### src/rtl/ezrisc_pkg.sv
// Shared ezRISC definitions: opcodes, sequencer step encoding, the strobe bundle
// and the register-number to one-hot select mapping.
package ezrisc_pkg;

    localparam logic [4:0] OP_LD   = 5'd0;
    localparam logic [4:0] OP_LDI  = 5'd1;
    localparam logic [4:0] OP_ST   = 5'd2;
    localparam logic [4:0] OP_ADD  = 5'd3;
    localparam logic [4:0] OP_SUB  = 5'd4;
    localparam logic [4:0] OP_SHR  = 5'd5;
    localparam logic [4:0] OP_SHL  = 5'd6;
    localparam logic [4:0] OP_ROR  = 5'd7;
    localparam logic [4:0] OP_ROL  = 5'd8;
    localparam logic [4:0] OP_AND  = 5'd9;
    localparam logic [4:0] OP_OR   = 5'd10;
    localparam logic [4:0] OP_ADDI = 5'd11;
    localparam logic [4:0] OP_ANDI = 5'd12;
    localparam logic [4:0] OP_ORI  = 5'd13;
    localparam logic [4:0] OP_NOP  = 5'd26;
    localparam logic [4:0] OP_HALT = 5'd27;

    typedef enum logic [3:0] {
        S_T0, S_T1, S_T2, S_T3, S_T4, S_T5, S_T6, S_T7, S_HALT
    } state_t;

    // Datapath strobes plus the register-field selects handed to reg_select_encode.
    typedef struct packed {
        logic       pc_in;
        logic       pc_out;
        logic       ir_in;
        logic       y_in;
        logic       z_in;
        logic       z_low_out;
        logic       mar_in;
        logic       mdr_in;
        logic       mdr_out;
        logic       c_out;
        logic       inc_pc;
        logic       read;
        logic       write;
        logic [4:0] alu_op;
        logic       gra;
        logic       grb;
        logic       grc;
        logic       r_in;
        logic       r_out;
        logic       base_mode;
    } strobe_t;

    function automatic logic [15:0] reg_onehot(input logic [3:0] n);
        logic [15:0] v;
        v = 16'h8000;
        return v >> n;
    endfunction

    function automatic logic is_rtype(input logic [4:0] op);
        return (op >= OP_ADD) && (op <= OP_OR);
    endfunction

    function automatic logic is_imm(input logic [4:0] op);
        return (op >= OP_ADDI) && (op <= OP_ORI);
    endfunction

    function automatic logic [4:0] imm_alu_op(input logic [4:0] op);
        logic [4:0] r;
        case (op)
            OP_ANDI: r = OP_AND;
            OP_ORI:  r = OP_OR;
            default: r = OP_ADD;
        endcase
        return r;
    endfunction

endpackage

### src/rtl/control_sequencer_if.sv
// Bundle between the control sequencer (master) and the ezRISC datapath/memory (slave).
interface control_sequencer_if;
    // read/write stay asserted and the sequencer holds its wait step until mem_ready=1
    // is sampled on a rising edge; mem_ready is ignored outside wait steps.
    logic [31:0] ir;
    logic        mem_ready;
    logic [15:0] gpr_in;
    logic [15:0] gpr_out;
    logic        ba_out;
    logic        pc_in;
    logic        pc_out;
    logic        ir_in;
    logic        y_in;
    logic        z_in;
    logic        z_low_out;
    logic        mar_in;
    logic        mdr_in;
    logic        mdr_out;
    logic        c_out;
    logic        inc_pc;
    logic        read;
    logic        write;
    logic [4:0]  alu_op;
    logic        halted;
    logic        mem_fault;

    modport master (
        input  ir, mem_ready,
        output gpr_in, gpr_out, ba_out, pc_in, pc_out, ir_in, y_in, z_in, z_low_out,
               mar_in, mdr_in, mdr_out, c_out, inc_pc, read, write, alu_op, halted, mem_fault
    );

    modport slave (
        output ir, mem_ready,
        input  gpr_in, gpr_out, ba_out, pc_in, pc_out, ir_in, y_in, z_in, z_low_out,
               mar_in, mdr_in, mdr_out, c_out, inc_pc, read, write, alu_op, halted, mem_fault
    );
endinterface

### src/rtl/control_sequencer_reg_select_encode.sv
// Turns the ra/rb/rc field selects into one-hot register load/drive lines (R_n on bit 15-n)
// and the zero-base strobe used when R0 is the base of a memory address.
module reg_select_encode
    import ezrisc_pkg::*;
(
    input  logic [31:0] i_ir,
    input  logic        i_gra,
    input  logic        i_grb,
    input  logic        i_grc,
    input  logic        i_r_in,
    input  logic        i_r_out,
    input  logic        i_base_mode,
    output logic [15:0] o_gpr_in,
    output logic [15:0] o_gpr_out,
    output logic        o_ba_out
);
    logic [3:0]  w_idx;
    logic        w_any;
    logic        w_base;
    logic [15:0] w_sel;
    logic        w_unused_ir;

    assign w_unused_ir = ^{i_ir[31:27], i_ir[14:0]};

    always_comb begin
        w_idx = 4'd0;
        if (i_gra)      w_idx = i_ir[26:23];
        else if (i_grb) w_idx = i_ir[22:19];
        else if (i_grc) w_idx = i_ir[18:15];
    end

    assign w_any = i_gra | i_grb | i_grc;
    assign w_sel = reg_onehot(w_idx);

    // R0 as a base register means address zero, so the register bus stays quiet.
    assign w_base    = i_base_mode & i_grb & i_r_out & (i_ir[22:19] == 4'd0);
    assign o_gpr_in  = (i_r_in & w_any) ? w_sel : 16'h0000;
    assign o_gpr_out = (i_r_out & w_any & ~w_base) ? w_sel : 16'h0000;
    assign o_ba_out  = w_base;
endmodule

### src/rtl/control_sequencer.sv
// Hardwired fetch/decode/execute sequencer: Moore-decodes datapath strobes from the
// current step and the instruction register, with a bounded wait on memory.
module control_sequencer
    import ezrisc_pkg::*;
#(
    parameter int MEM_TIMEOUT = 255,
    parameter int TO_W        = 8
) (
    input  logic                clk,
    input  logic                reset,
    control_sequencer_if.master ctl,
    output state_t              o_state
);
    state_t          r_state;
    logic [TO_W-1:0] r_to_cnt;
    logic            r_fault;
    logic            r_idle;

    state_t          w_next;
    strobe_t         w_stb;
    logic [4:0]      w_op;
    logic            w_is_r, w_is_imm, w_is_ld, w_is_ldi, w_is_st, w_is_mem, w_known;
    logic            w_wait, w_timeout;

    assign w_op     = ctl.ir[31:27];
    assign w_is_r   = is_rtype(w_op);
    assign w_is_imm = is_imm(w_op);
    assign w_is_ld  = (w_op == OP_LD);
    assign w_is_ldi = (w_op == OP_LDI);
    assign w_is_st  = (w_op == OP_ST);
    assign w_is_mem = w_is_ld | w_is_ldi | w_is_st;
    assign w_known  = w_is_r | w_is_imm | w_is_mem;

    assign w_wait    = (r_state == S_T1) || (r_state == S_T6 && w_is_ld) ||
                       (r_state == S_T7 && w_is_st);
    assign w_timeout = w_wait && !ctl.mem_ready && (r_to_cnt == TO_W'(MEM_TIMEOUT - 1));

    // r_idle covers the cycles right after reset is sampled: everything quiet, T0 next.
    always_ff @(posedge clk) begin
        if (reset) begin
            r_state  <= S_T0;
            r_to_cnt <= '0;
            r_fault  <= 1'b0;
            r_idle   <= 1'b1;
        end else begin
            r_idle <= 1'b0;
            if (!r_idle) begin
                r_state <= w_next;
                if (w_next != r_state)
                    r_to_cnt <= '0;
                else if (w_wait && !ctl.mem_ready)
                    r_to_cnt <= r_to_cnt + 1'b1;
                if (w_timeout)
                    r_fault <= 1'b1;
            end
        end
    end

    always_comb begin
        w_stb  = '0;
        w_next = r_state;
        if (!r_idle) begin
            case (r_state)
                S_T0: begin
                    w_stb.pc_out = 1'b1; w_stb.mar_in = 1'b1; w_stb.inc_pc = 1'b1; w_stb.z_in = 1'b1;
                    w_next = S_T1;
                end
                S_T1: begin
                    w_stb.z_low_out = 1'b1; w_stb.pc_in = 1'b1; w_stb.read = 1'b1; w_stb.mdr_in = 1'b1;
                    if (ctl.mem_ready) w_next = S_T2;
                    else if (w_timeout) w_next = S_HALT;
                end
                S_T2: begin
                    w_stb.mdr_out = 1'b1; w_stb.ir_in = 1'b1;
                    if (w_op == OP_NOP) w_next = S_T0;
                    else if (w_known)   w_next = S_T3;
                    else                w_next = S_HALT;
                end
                S_T3: begin
                    if (w_known) begin
                        w_stb.grb = 1'b1; w_stb.r_out = 1'b1; w_stb.base_mode = w_is_mem;
                        w_stb.y_in = 1'b1;
                        w_next = S_T4;
                    end else w_next = S_HALT;
                end
                S_T4: begin
                    if (w_known) begin
                        w_stb.z_in = 1'b1;
                        if (w_is_r) begin
                            w_stb.grc = 1'b1; w_stb.r_out = 1'b1; w_stb.alu_op = w_op;
                        end else begin
                            w_stb.c_out  = 1'b1;
                            w_stb.alu_op = w_is_imm ? imm_alu_op(w_op) : OP_ADD;
                        end
                        w_next = S_T5;
                    end else w_next = S_HALT;
                end
                S_T5: begin
                    if (w_known) begin
                        w_stb.z_low_out = 1'b1;
                        if (w_is_ld || w_is_st) begin
                            w_stb.mar_in = 1'b1;
                            w_next = S_T6;
                        end else begin
                            w_stb.gra = 1'b1; w_stb.r_in = 1'b1;
                            w_next = S_T0;
                        end
                    end else w_next = S_HALT;
                end
                S_T6: begin
                    if (w_is_ld) begin
                        w_stb.read = 1'b1; w_stb.mdr_in = 1'b1;
                        if (ctl.mem_ready) w_next = S_T7;
                        else if (w_timeout) w_next = S_HALT;
                    end else if (w_is_st) begin
                        w_stb.gra = 1'b1; w_stb.r_out = 1'b1; w_stb.mdr_in = 1'b1;
                        w_next = S_T7;
                    end else w_next = S_HALT;
                end
                S_T7: begin
                    if (w_is_ld) begin
                        w_stb.mdr_out = 1'b1; w_stb.gra = 1'b1; w_stb.r_in = 1'b1;
                        w_next = S_T0;
                    end else if (w_is_st) begin
                        w_stb.write = 1'b1;
                        if (ctl.mem_ready) w_next = S_T0;
                        else if (w_timeout) w_next = S_HALT;
                    end else w_next = S_HALT;
                end
                default: w_next = S_HALT;
            endcase
        end
    end

    reg_select_encode u_sel (
        .i_ir        (ctl.ir),
        .i_gra       (w_stb.gra),
        .i_grb       (w_stb.grb),
        .i_grc       (w_stb.grc),
        .i_r_in      (w_stb.r_in),
        .i_r_out     (w_stb.r_out),
        .i_base_mode (w_stb.base_mode),
        .o_gpr_in    (ctl.gpr_in),
        .o_gpr_out   (ctl.gpr_out),
        .o_ba_out    (ctl.ba_out)
    );

    assign ctl.pc_in     = w_stb.pc_in;
    assign ctl.pc_out    = w_stb.pc_out;
    assign ctl.ir_in     = w_stb.ir_in;
    assign ctl.y_in      = w_stb.y_in;
    assign ctl.z_in      = w_stb.z_in;
    assign ctl.z_low_out = w_stb.z_low_out;
    assign ctl.mar_in    = w_stb.mar_in;
    assign ctl.mdr_in    = w_stb.mdr_in;
    assign ctl.mdr_out   = w_stb.mdr_out;
    assign ctl.c_out     = w_stb.c_out;
    assign ctl.inc_pc    = w_stb.inc_pc;
    assign ctl.read      = w_stb.read;
    assign ctl.write     = w_stb.write;
    assign ctl.alu_op    = w_stb.alu_op;
    assign ctl.halted    = !r_idle && (r_state == S_HALT);
    assign ctl.mem_fault = r_fault;
    assign o_state       = r_state;
endmodule

### src/flat_wrapper.sv
// flat-port wrapper written by rule: the top's interface ports become plain ports
module control_sequencer_flat import ezrisc_pkg::*;
#(
    parameter int MEM_TIMEOUT = 255,
    parameter int TO_W        = 8
)
  (clk, reset, o_state, ctl_ir, ctl_mem_ready, ctl_gpr_in, ctl_gpr_out, ctl_ba_out, ctl_pc_in, ctl_pc_out, ctl_ir_in, ctl_y_in, ctl_z_in, ctl_z_low_out, ctl_mar_in, ctl_mdr_in, ctl_mdr_out, ctl_c_out, ctl_inc_pc, ctl_read, ctl_write, ctl_alu_op, ctl_halted, ctl_mem_fault);
  control_sequencer_if ctl_i ();
  input  logic clk;
  input  logic reset;
  output state_t o_state;
  input wire logic [$bits(ctl_i.ir)-1:0] ctl_ir;
  input wire logic [$bits(ctl_i.mem_ready)-1:0] ctl_mem_ready;
  output wire logic [$bits(ctl_i.gpr_in)-1:0] ctl_gpr_in;
  output wire logic [$bits(ctl_i.gpr_out)-1:0] ctl_gpr_out;
  output wire logic [$bits(ctl_i.ba_out)-1:0] ctl_ba_out;
  output wire logic [$bits(ctl_i.pc_in)-1:0] ctl_pc_in;
  output wire logic [$bits(ctl_i.pc_out)-1:0] ctl_pc_out;
  output wire logic [$bits(ctl_i.ir_in)-1:0] ctl_ir_in;
  output wire logic [$bits(ctl_i.y_in)-1:0] ctl_y_in;
  output wire logic [$bits(ctl_i.z_in)-1:0] ctl_z_in;
  output wire logic [$bits(ctl_i.z_low_out)-1:0] ctl_z_low_out;
  output wire logic [$bits(ctl_i.mar_in)-1:0] ctl_mar_in;
  output wire logic [$bits(ctl_i.mdr_in)-1:0] ctl_mdr_in;
  output wire logic [$bits(ctl_i.mdr_out)-1:0] ctl_mdr_out;
  output wire logic [$bits(ctl_i.c_out)-1:0] ctl_c_out;
  output wire logic [$bits(ctl_i.inc_pc)-1:0] ctl_inc_pc;
  output wire logic [$bits(ctl_i.read)-1:0] ctl_read;
  output wire logic [$bits(ctl_i.write)-1:0] ctl_write;
  output wire logic [$bits(ctl_i.alu_op)-1:0] ctl_alu_op;
  output wire logic [$bits(ctl_i.halted)-1:0] ctl_halted;
  output wire logic [$bits(ctl_i.mem_fault)-1:0] ctl_mem_fault;
  assign ctl_i.ir = ctl_ir;
  assign ctl_i.mem_ready = ctl_mem_ready;
  assign ctl_gpr_in = ctl_i.gpr_in;
  assign ctl_gpr_out = ctl_i.gpr_out;
  assign ctl_ba_out = ctl_i.ba_out;
  assign ctl_pc_in = ctl_i.pc_in;
  assign ctl_pc_out = ctl_i.pc_out;
  assign ctl_ir_in = ctl_i.ir_in;
  assign ctl_y_in = ctl_i.y_in;
  assign ctl_z_in = ctl_i.z_in;
  assign ctl_z_low_out = ctl_i.z_low_out;
  assign ctl_mar_in = ctl_i.mar_in;
  assign ctl_mdr_in = ctl_i.mdr_in;
  assign ctl_mdr_out = ctl_i.mdr_out;
  assign ctl_c_out = ctl_i.c_out;
  assign ctl_inc_pc = ctl_i.inc_pc;
  assign ctl_read = ctl_i.read;
  assign ctl_write = ctl_i.write;
  assign ctl_alu_op = ctl_i.alu_op;
  assign ctl_halted = ctl_i.halted;
  assign ctl_mem_fault = ctl_i.mem_fault;
  control_sequencer #(.MEM_TIMEOUT(MEM_TIMEOUT), .TO_W(TO_W)) u_core (.clk(clk), .reset(reset), .ctl(ctl_i), .o_state(o_state));
endmodule
### config.mk
export PLATFORM = sky130hd
export DESIGN_NAME = control_sequencer_flat
export DESIGN_NICKNAME = d
export VERILOG_FILES = /design/src/rtl/ezrisc_pkg.sv /design/src/rtl/control_sequencer_if.sv /design/src/rtl/control_sequencer_reg_select_encode.sv /design/src/rtl/control_sequencer.sv /design/src/flat_wrapper.sv
export SDC_FILE = /design/constraint.sdc
export NUM_CORES = 1
export LEC_CHECK = 0
export CORE_ASPECT_RATIO = 1.25
export CORE_MARGIN = 3
export CORE_UTILIZATION = 43
export DETAILED_ROUTE_END_ITERATION = 10
export PLACE_DENSITY_LB_ADDON = 0.15
export SLEW_MARGIN = 20
export SYNTH_ARGS = -nofsm -noshare
export SYNTH_HDL_FRONTEND = slang
export SYNTH_SLANG_ARGS = --single-unit
### constraint.sdc
create_clock -name clk -period 7.3 [get_ports clk]
set_input_delay 2.19 -clock clk [delete_from_list [all_inputs] [get_ports clk]]
set_output_delay 2.19 -clock clk [all_outputs]
set_load 0.1 [all_outputs]
==> impl_metrics.csv, run 1 <==
group,metric,value,unit
clock_tree,cts_buffers,3,
synth,synth.top_cell.area_share,0.165,
floorplanning,rows,24,
floorplanning,die_y,76.2,microns
clock_tree,post-cts-setup-buffer-count,0,
synth,synth-seq-cells,14,
synth,synth_area_leader_cell,"dfxtp_1",
clock_tree,cts.sink_count,14,
synth,async_flop_share,0,
synth,avgSynthCellArea,6.98,sq um
synth,synth_edf_count,0,
clock_tree,clock_path_buffers,2,
placement,place_ws,-0.145,ns
synth,synth_ff_type,"dfxtp_1",
synth,yosysWarnings,0,
sta,crit_endpoint,"ctl_gpr_in[4]",
run_status,stop_stage,"global routing (5_1_grt)",
run_status,error_line,"[ERROR GRT-0232] Routing congestion too high. Check the congestion heatmap in the GUI.",
clock_tree,htreeDepth,1,
clock_tree,cts_resized,6,
synth,synth_area,1700,sq um
synth,synth_seq_area_share,0.165,
run_status,outcome,"aborted with a tool error",
placement,dp_hpwl,7210,microns
clock_tree,cts_hold_buf,0,
placement,portBuffers,75,
synth,synth_cell_types,58,
synth,ys_top_cells_by_area,"dfxtp_1, nor4_1, nor2_1",
clock_tree,cts-root-buf,"clkbuf_8",
floorplanning,io_pins,92,
global_routing,grt_max_degree,25,
sta,worstEpCategory,"top-level output",
floorplanning,initial_core_util,0.467,
global_routing,grt_overflow,30,
synth,postSynthCellCount,243,
synth,synth_nets,280,
global_routing,grtUsageTotal,0.630,
placement,gp_congestion,0.917,
floorplanning,die_w,62.2,microns
metrics by stage:
| step | instance area (sq um) | setup TNS, ns | hold slack [ns] | std cells | utilization |
|---|---|---|---|---|---|
| 2_1_floorplan | 2230 | -0.171 | 0.472 | 243 | - |
| 3_3_place_gp | 3410 | 0 | 0.453 | 361 | 0.938 |
| 3_5_place_dp | 3410 | -1.35 | 0.492 | 361 | 0.938 |
| 4_1_cts | 3500 | 0 | 0.564 | 365 | 0.962 |
Yosys cell counts, types with 3 or more instances:
cell	number
nor4_1	38
nor2_1	23
clkbuf_1	15
dfxtp_1	14
a21oi_1	12
inv_1	9
and3_1	8
nand2_1	8
nand3_1	8
nand4_1	6
o21ai_0	6
xor2_1	6
a22oi_1	5
nor3_1	5
buf_2	4
nand2b_1	4
a211oi_1	3
a21o_1	3
and2_1	3
buf_4	3
o2111ai_1	3
o22ai_1	3
per-layer routing:
metal	GRT overflow	global-route usage
met3	0	0.462
met4	17	0.728
met2	13	0.842
met1	0	0.566
met5	0	0
cell families after synthesis:
| logic type | Yosys count | share of synthesized area |
|---|---|---|
| and+or+nand+nor | 125 | 0.430 |
| AOI/OAI and AO/OA | 58 | 0.248 |
| buffers and inverters | 33 | 0.0871 |
| DFF | 14 | 0.165 |
| xor gates and xnor gates | 8 | 0.0413 |
| adders and majority gates | 4 | 0.0266 |
| other | 1 | 0.00221 |
==> run 2, diff against run 1 <==
Settings changed: CORE_ASPECT_RATIO 1.25 to unset, CORE_UTILIZATION 43 to 40.
==> run 2 against run 1 <==
Against the previous run:
- the flow now finishes without violations
- synthesized area unchanged
- synthesized cell count unchanged
==> impl_metrics.csv, run 2 <==
group,metric,value,unit
run_status,outcome,"finished clean",
synth,synth-seq-cells,14,
synth,synth_area_leader_cell,"dfxtp_1",
finish,final_common_cell,"buf_12",
power_and_ir_drop,p_sw,0.100,mW
clock_tree,post-cts-setup-buffer-count,0,
route,drt_iter0_drc,203,
floorplanning,io_pins,92,
synth,synth.top_cells.by_count,"nor4_1, nor2_1, clkbuf_1",
power_and_ir_drop,sequentialPowerShare,0.330,
floorplanning,die_y,71.1,microns
sta,relSlewSlack,0.335,
synth,yosysWarnings,0,
clock_tree,cts_resized,0,
global_routing,grt_overflow,0,
finish,final_cells,365,
sta,finClkSkew,0.00139,ns
sta,fmaxAchievable,0.140,GHz
clock_tree,cts-root-buf,"clkbuf_8",
finish,fin_nets,353,
clock_tree,cts.sink_count,14,
synth,synth_seq_area_share,0.165,
synth,synth_ff_type,"dfxtp_1",
synth,postSynthCellCount,243,
power_and_ir_drop,total_power,0.255,mW
floorplanning,dieArea,5060,sq um
worst_setup_path,cp_cell_sequence,"clkdlybuf4s50_1 > or3_1 > nor2_1 > nand3_1 > a311oi_1 > a21bo_2 > nor4_4 > buf_12",
power_and_ir_drop,leakage,1.18,nW
global_routing,grt_pass1_vias,2257,
synth,synth_area,1700,sq um
synth,async_flop_share,0,
power_and_ir_drop,switching_share,0.393,
hold_path,hp-class,"reg2reg",
power_and_ir_drop,pwr-share-comb,0.361,
finish,layout.cells.most_common_list,"buf_12, nor4_4, clkdlybuf4s50_1",
worst_setup_path,worstSetupEndpointType,"output port",
synth,avgSynthCellArea,6.98,sq um
worst_setup_path,cp.arrival,4.97,ns
finish,insertedDiodeCount,0,
finish,drive_above_1_share,0.384,
placement,portBuffers,75,
global_routing,antenna_found_initial,0,
placement,gp_congestion,0.870,
power_and_ir_drop,ir_worst_vdd,116,uV
sta,setup_viol,0,
floorplanning,core-area,4060,sq um
synth,yosysMostFrequentCell,"nor4_1",
clock_tree,cts_hold_buf,0,
sta,hold_viol,0,
sta,maxSlewViolCount,0,
global_routing,grt_pass1_wl,11700,microns
clock_tree,cts_tree,"done",
global_routing,grt_max_degree,25,
sta,worstMarginPinSlew,0.994,ns
clock_tree,clk_pin_slew,0.06,ns
sta,fin_crit,7.16,ns
synth,synth.top_cell.area_share,0.165,
power_and_ir_drop,power_frac_clock,0.309,
worst_setup_path,startpoint_type,"input port",
synth,ys_top_cells_by_area,"dfxtp_1, nor4_1, nor2_1",
finish,syn_to_final_growth,106,%
floorplanning,rows,23,
route,num_vias,2362,
job,cap_violations,0,
clock_tree,cts_buffers,3,
worst_setup_path,slowest_stage,"clkdlybuf4s50_1",
route,detail_route.first_pass.iterations,4,
power_and_ir_drop,pwr_density_cell,73.1,nW/um^2
power_and_ir_drop,p_int,0.155,mW
route,viasPerCell,6.47,
clock_tree,clock_path_buffers,2,
finish,regMostFlops,"u_core.r_to_cnt",
clock_tree,insertion_delay,0.26,ns
placement,dp_hpwl,5490,microns
sta,rsz0062_at_grt,"false",
route,drc,0,
finish,largest_reg_flops,8,
floorplanning,initial_core_util,0.418,
placement,dp_cells,361,
synth,synth_cell_types,58,
finish,fillers,209,
route,antenna_left,0,
worst_setup_path,critPathRequiredTime,5.11,ns
synth,synth_nets,280,
worst_setup_path,path_max_fanout,8,
global_routing,grtUsageTotal,0.286,
floorplanning,die_w,71.1,microns
sta,min_period_over_period,0.981,
synth,synth_edf_count,0,
clock_tree,htreeDepth,1,
worst_setup_path,criticalPathCategory,"in2out",
route,wl_per_cell,20.1,microns
worst_setup_path,critPathMaxStageDelay,0.52,ns
route,drt_wl_total,7320,microns
run 2: cell counts after synthesis:
Identical to the previous run, type by type.
run 2: per-stage QoR:
step | utilization | setup slack (ns) | hold slack, ns | setup TNS [ns] | area, sq um
floorplan | - | -0.0498 | 0.472 | -0.171 | 2230
global placement | 0.846 | 0.222 | 0.456 | 0 | 3430
detailed placement | 0.846 | 0.107 | 0.499 | 0 | 3430
CTS | 0.859 | 0.106 | 0.523 | 0 | 3490
global route | 0.861 | 0.0238 | 0.532 | 0 | 3490
finish | 0.861 | 0.135 | 0.517 | 0 | 3490
run 2: cell families (layout without fill, tap and decap cells):
family	count (synthesis)	in the layout	synth area share
fa+ha+maj	4	4	0.0266
simple gates	125	125	0.430
other cells	1	1	0.00221
xor+xnor	8	8	0.0413
buf+inv	33	105	0.0871
compound gates	58	58	0.248
flops	14	14	0.165
run 2: worst max-delay path: cells and delay by family:
family          cells  cell delay, ns
buf+inv             2            0.74
compound gates      2            0.87
simple gates        4            1.17
run 2: routing by layer:
layer / GRT usage / vias to the layer above / share of wire
met4: 0.0856 / 0 / 0.023
met3: 0.0313 / 20 / 0.080
met5: 0 / - / 0
li1: - / 1091 / -
met1: 0.354 / 1114 / 0.37
met2: 0.518 / 137 / 0.52
run 2: path summary, 6_finish.rpt:
path                            cells past startpoint                 start                   end  slack, ns
worst max register to register                      6     u_core.o_state[2]    u_core.r_to_cnt[6]       4.34
worst max-delay path                                8            ctl_ir[29]        ctl_gpr_out[5]       0.14
worst min-delay path                                2  u_core.ctl.mem_fault  u_core.ctl.mem_fault       0.52
worst min register to register                      2  u_core.ctl.mem_fault  u_core.ctl.mem_fault       0.52
run 2: final cells by class:
type	instances	area, sq um	share of cell area
multi-input combinational	196	1810	0.518
sequential	14	280	0.0802
inverter	9	33.8	0.00967
clock buffer	4	55.1	0.0158
tap	50	62.6	0.0179
timing repair buffer	92	1250	0.358
run 2: power groups by stage:
stage	registers (mW)	logic, mW	clock network, mW
2_1_floorplan	0.0858	0.0621	0
3_5_place_dp	0.0853	0.0909	0
3_3_place_gp	0.0849	0.0889	0
4_1_cts	0.0836	0.0912	0.0791
5_1_grt	0.0845	0.0970	0.0829
6_report	0.0842	0.0922	0.0789
Power figures use the tool's default switching activity.
==> run 3, diff against run 2 <==
Settings changed: PLACE_DENSITY set to 0.82, PLACE_DENSITY_LB_ADDON 0.15 to unset.
==> run 3 against run 2 <==
Against the previous run:
- clock-buffer cell count did not move
- combinational power fell by 0.4%
- core utilization fell by 0.28 points
- sequential power fell by 0.5%
- via count fell by 1.6%
- routed wire length fell by 2.5%
- sequential share of layout area barely moved
- final area fell by 0.32%
- clock skew barely moved
- clock power fell by 4.2%
- highest routed layer unchanged
==> impl_metrics.csv, run 3 (synthesis gave the netlist of run 2 again) <==
group,metric,value,unit
run_status,outcome,"finished clean",
worst_setup_path,critPathRequiredTime,5.11,ns
finish,syn_to_final_growth,105,%
sta,finClkSkew,0.00168,ns
sta,holdWs,0.497,ns
sta,fin_ws,0.158,ns
finish,final_common_cell,"buf_12",
global_routing,grt_max_degree,25,
route,detail_route.first_pass.iterations,5,
route,drt_wl_total,7130,microns
worst_setup_path,cp.arrival,4.95,ns
global_routing,grt_pass1_vias,2271,
sta,rsz0062_at_grt,"false",
clock_tree,cts_hold_buf,0,
worst_setup_path,criticalPathCategory,"in2out",
job,cap_violations,0,
global_routing,grt_pass1_wl,11500,microns
worst_setup_path,worstRegToRegCells,5,
sta,setup_viol,0,
floorplanning,io_pins,92,
hold_path,hp-class,"reg2reg",
worst_setup_path,worstSetupEndpointType,"output port",
clock_tree,post-cts-setup-buffer-count,0,
sta,hold_viol,0,
placement,dp_hpwl,5500,microns
finish,fillers,214,
finish,multi_input_area,1810,sq um
clock_tree,clk_pin_slew,0.06,ns
global_routing,grt_overflow,0,
hold_path,hold_path_depth,2,
route,num_vias,2325,
route,drc,0,
floorplanning,core-area,4060,sq um
sta,fin_crit,7.14,ns
floorplanning,initial_core_util,0.418,
power_and_ir_drop,leakage,1.18,nW
global_routing,grtUsageTotal,0.277,
clock_tree,cts_buffers,3,
route,antenna_left,0,
finish,fin_nets,353,
floorplanning,rows,23,
clock_tree,insertion_delay,0.25,ns
clock_tree,cts_tree,"done",
worst_setup_path,reg2reg_setup_slack,4.40,ns
finish,layout.cells.most_common_list,"buf_12, nor4_4, clkdlybuf4s50_1",
route,viasPerCell,6.37,
clock_tree,cts_resized,0,
floorplanning,dieArea,5060,sq um
finish,insertedDiodeCount,0,
finish,seq_area,280,sq um
finish,drive_above_1_share,0.384,
route,drt_iter0_drc,210,
worst_setup_path,startpoint_type,"input port",
global_routing,antenna_found_initial,0,
worst_setup_path,path_max_fanout,8,
clock_tree,cts.sink_count,14,
power_and_ir_drop,pwr_density_cell,72.1,nW/um^2
finish,fin_util,0.858,
clock_tree,cts-root-buf,"clkbuf_8",
finish,regMostFlops,"u_core.r_to_cnt",
sta,min_period_over_period,0.978,
sta,fmaxAchievable,0.140,GHz
placement,place_ws,0.0873,ns
floorplanning,die_y,71.1,microns
power_and_ir_drop,ir_worst_vdd,123,uV
clock_tree,htreeDepth,1,
floorplanning,die_w,71.1,microns
finish,largest_reg_flops,8,
route,wl_per_cell,19.5,microns
placement,portBuffers,75,
sta,worstMarginPinSlew,1.02,ns
sta,maxSlewViolCount,0,
clock_tree,clock_path_buffers,2,
placement,gp_congestion,0.883,
sta,relSlewSlack,0.321,
## run 3: cell types whose count changed in the layout (fill, tap and decap cells not counted), sizes merged
| cell | before | now |
|---|---|---|
| clkdlybuf4s50 | 29 | 28 |
| dlymetal6s2s | 0 | 1 |
## run 3: final cells by class
type / count / area share
Clock buffer: 4 / 0.0158
Timing Repair Buffer: 92 / 0.356
Tap cell: 50 / 0.0180
Inverter: 9 / 0.00970
Multi-Input combinational cell: 196 / 0.520
Sequential cell: 14 / 0.0805
## run 3: stage by stage
step / power [mW] / cells / area [sq um] / TNS (ns)
2_1_floorplan: 0.148 / 243 / 2230 / -0.171
3_3_place_gp: 0.174 / 361 / 3420 / 0
3_5_place_dp: 0.176 / 361 / 3420 / 0
4_1_cts: 0.251 / 365 / 3470 / 0
5_1_grt: 0.259 / 365 / 3480 / 0
6_report: 0.251 / 365 / 3480 / 0
## run 3: metal layers
layer	routed length [microns]	GRT usage	part of all wire	vias up
li1	-	-	-	1094
met5	0	0	0	-
met4	208	0.100	0.029	0
met2	3690	0.503	0.52	107
met1	2770	0.324	0.39	1106
met3	464	0.0483	0.065	18
## run 3: worst max-delay path, stage by stage
cell             delay (ns)
clkdlybuf4s50_1        0.54
or3_4                  0.41
nor4_1                 0.27
buf_4                  0.18
o2111ai_1              0.24
and2_1                 0.27
buf_4                  0.21
nor4_4                 0.41
buf_12                 0.23
## run 3: path summary, 6_finish.rpt
path / start / end
max: ctl_ir[27] / ctl_gpr_out[12]
min: u_core.ctl.mem_fault / u_core.ctl.mem_fault
max reg2reg: u_core.o_state[2] / u_core.r_to_cnt[1]
min reg2reg: u_core.ctl.mem_fault / u_core.ctl.mem_fault
## run 3: where the power goes
part / internal, mW / total, mW / switching, mW / leakage [nW]
clock network: 0.0478 / 0.0756 / 0.0278 / 0.0288
registers: 0.0777 / 0.0838 / 0.00603 / 0.113
logic: 0.0293 / 0.0918 / 0.0625 / 1.04
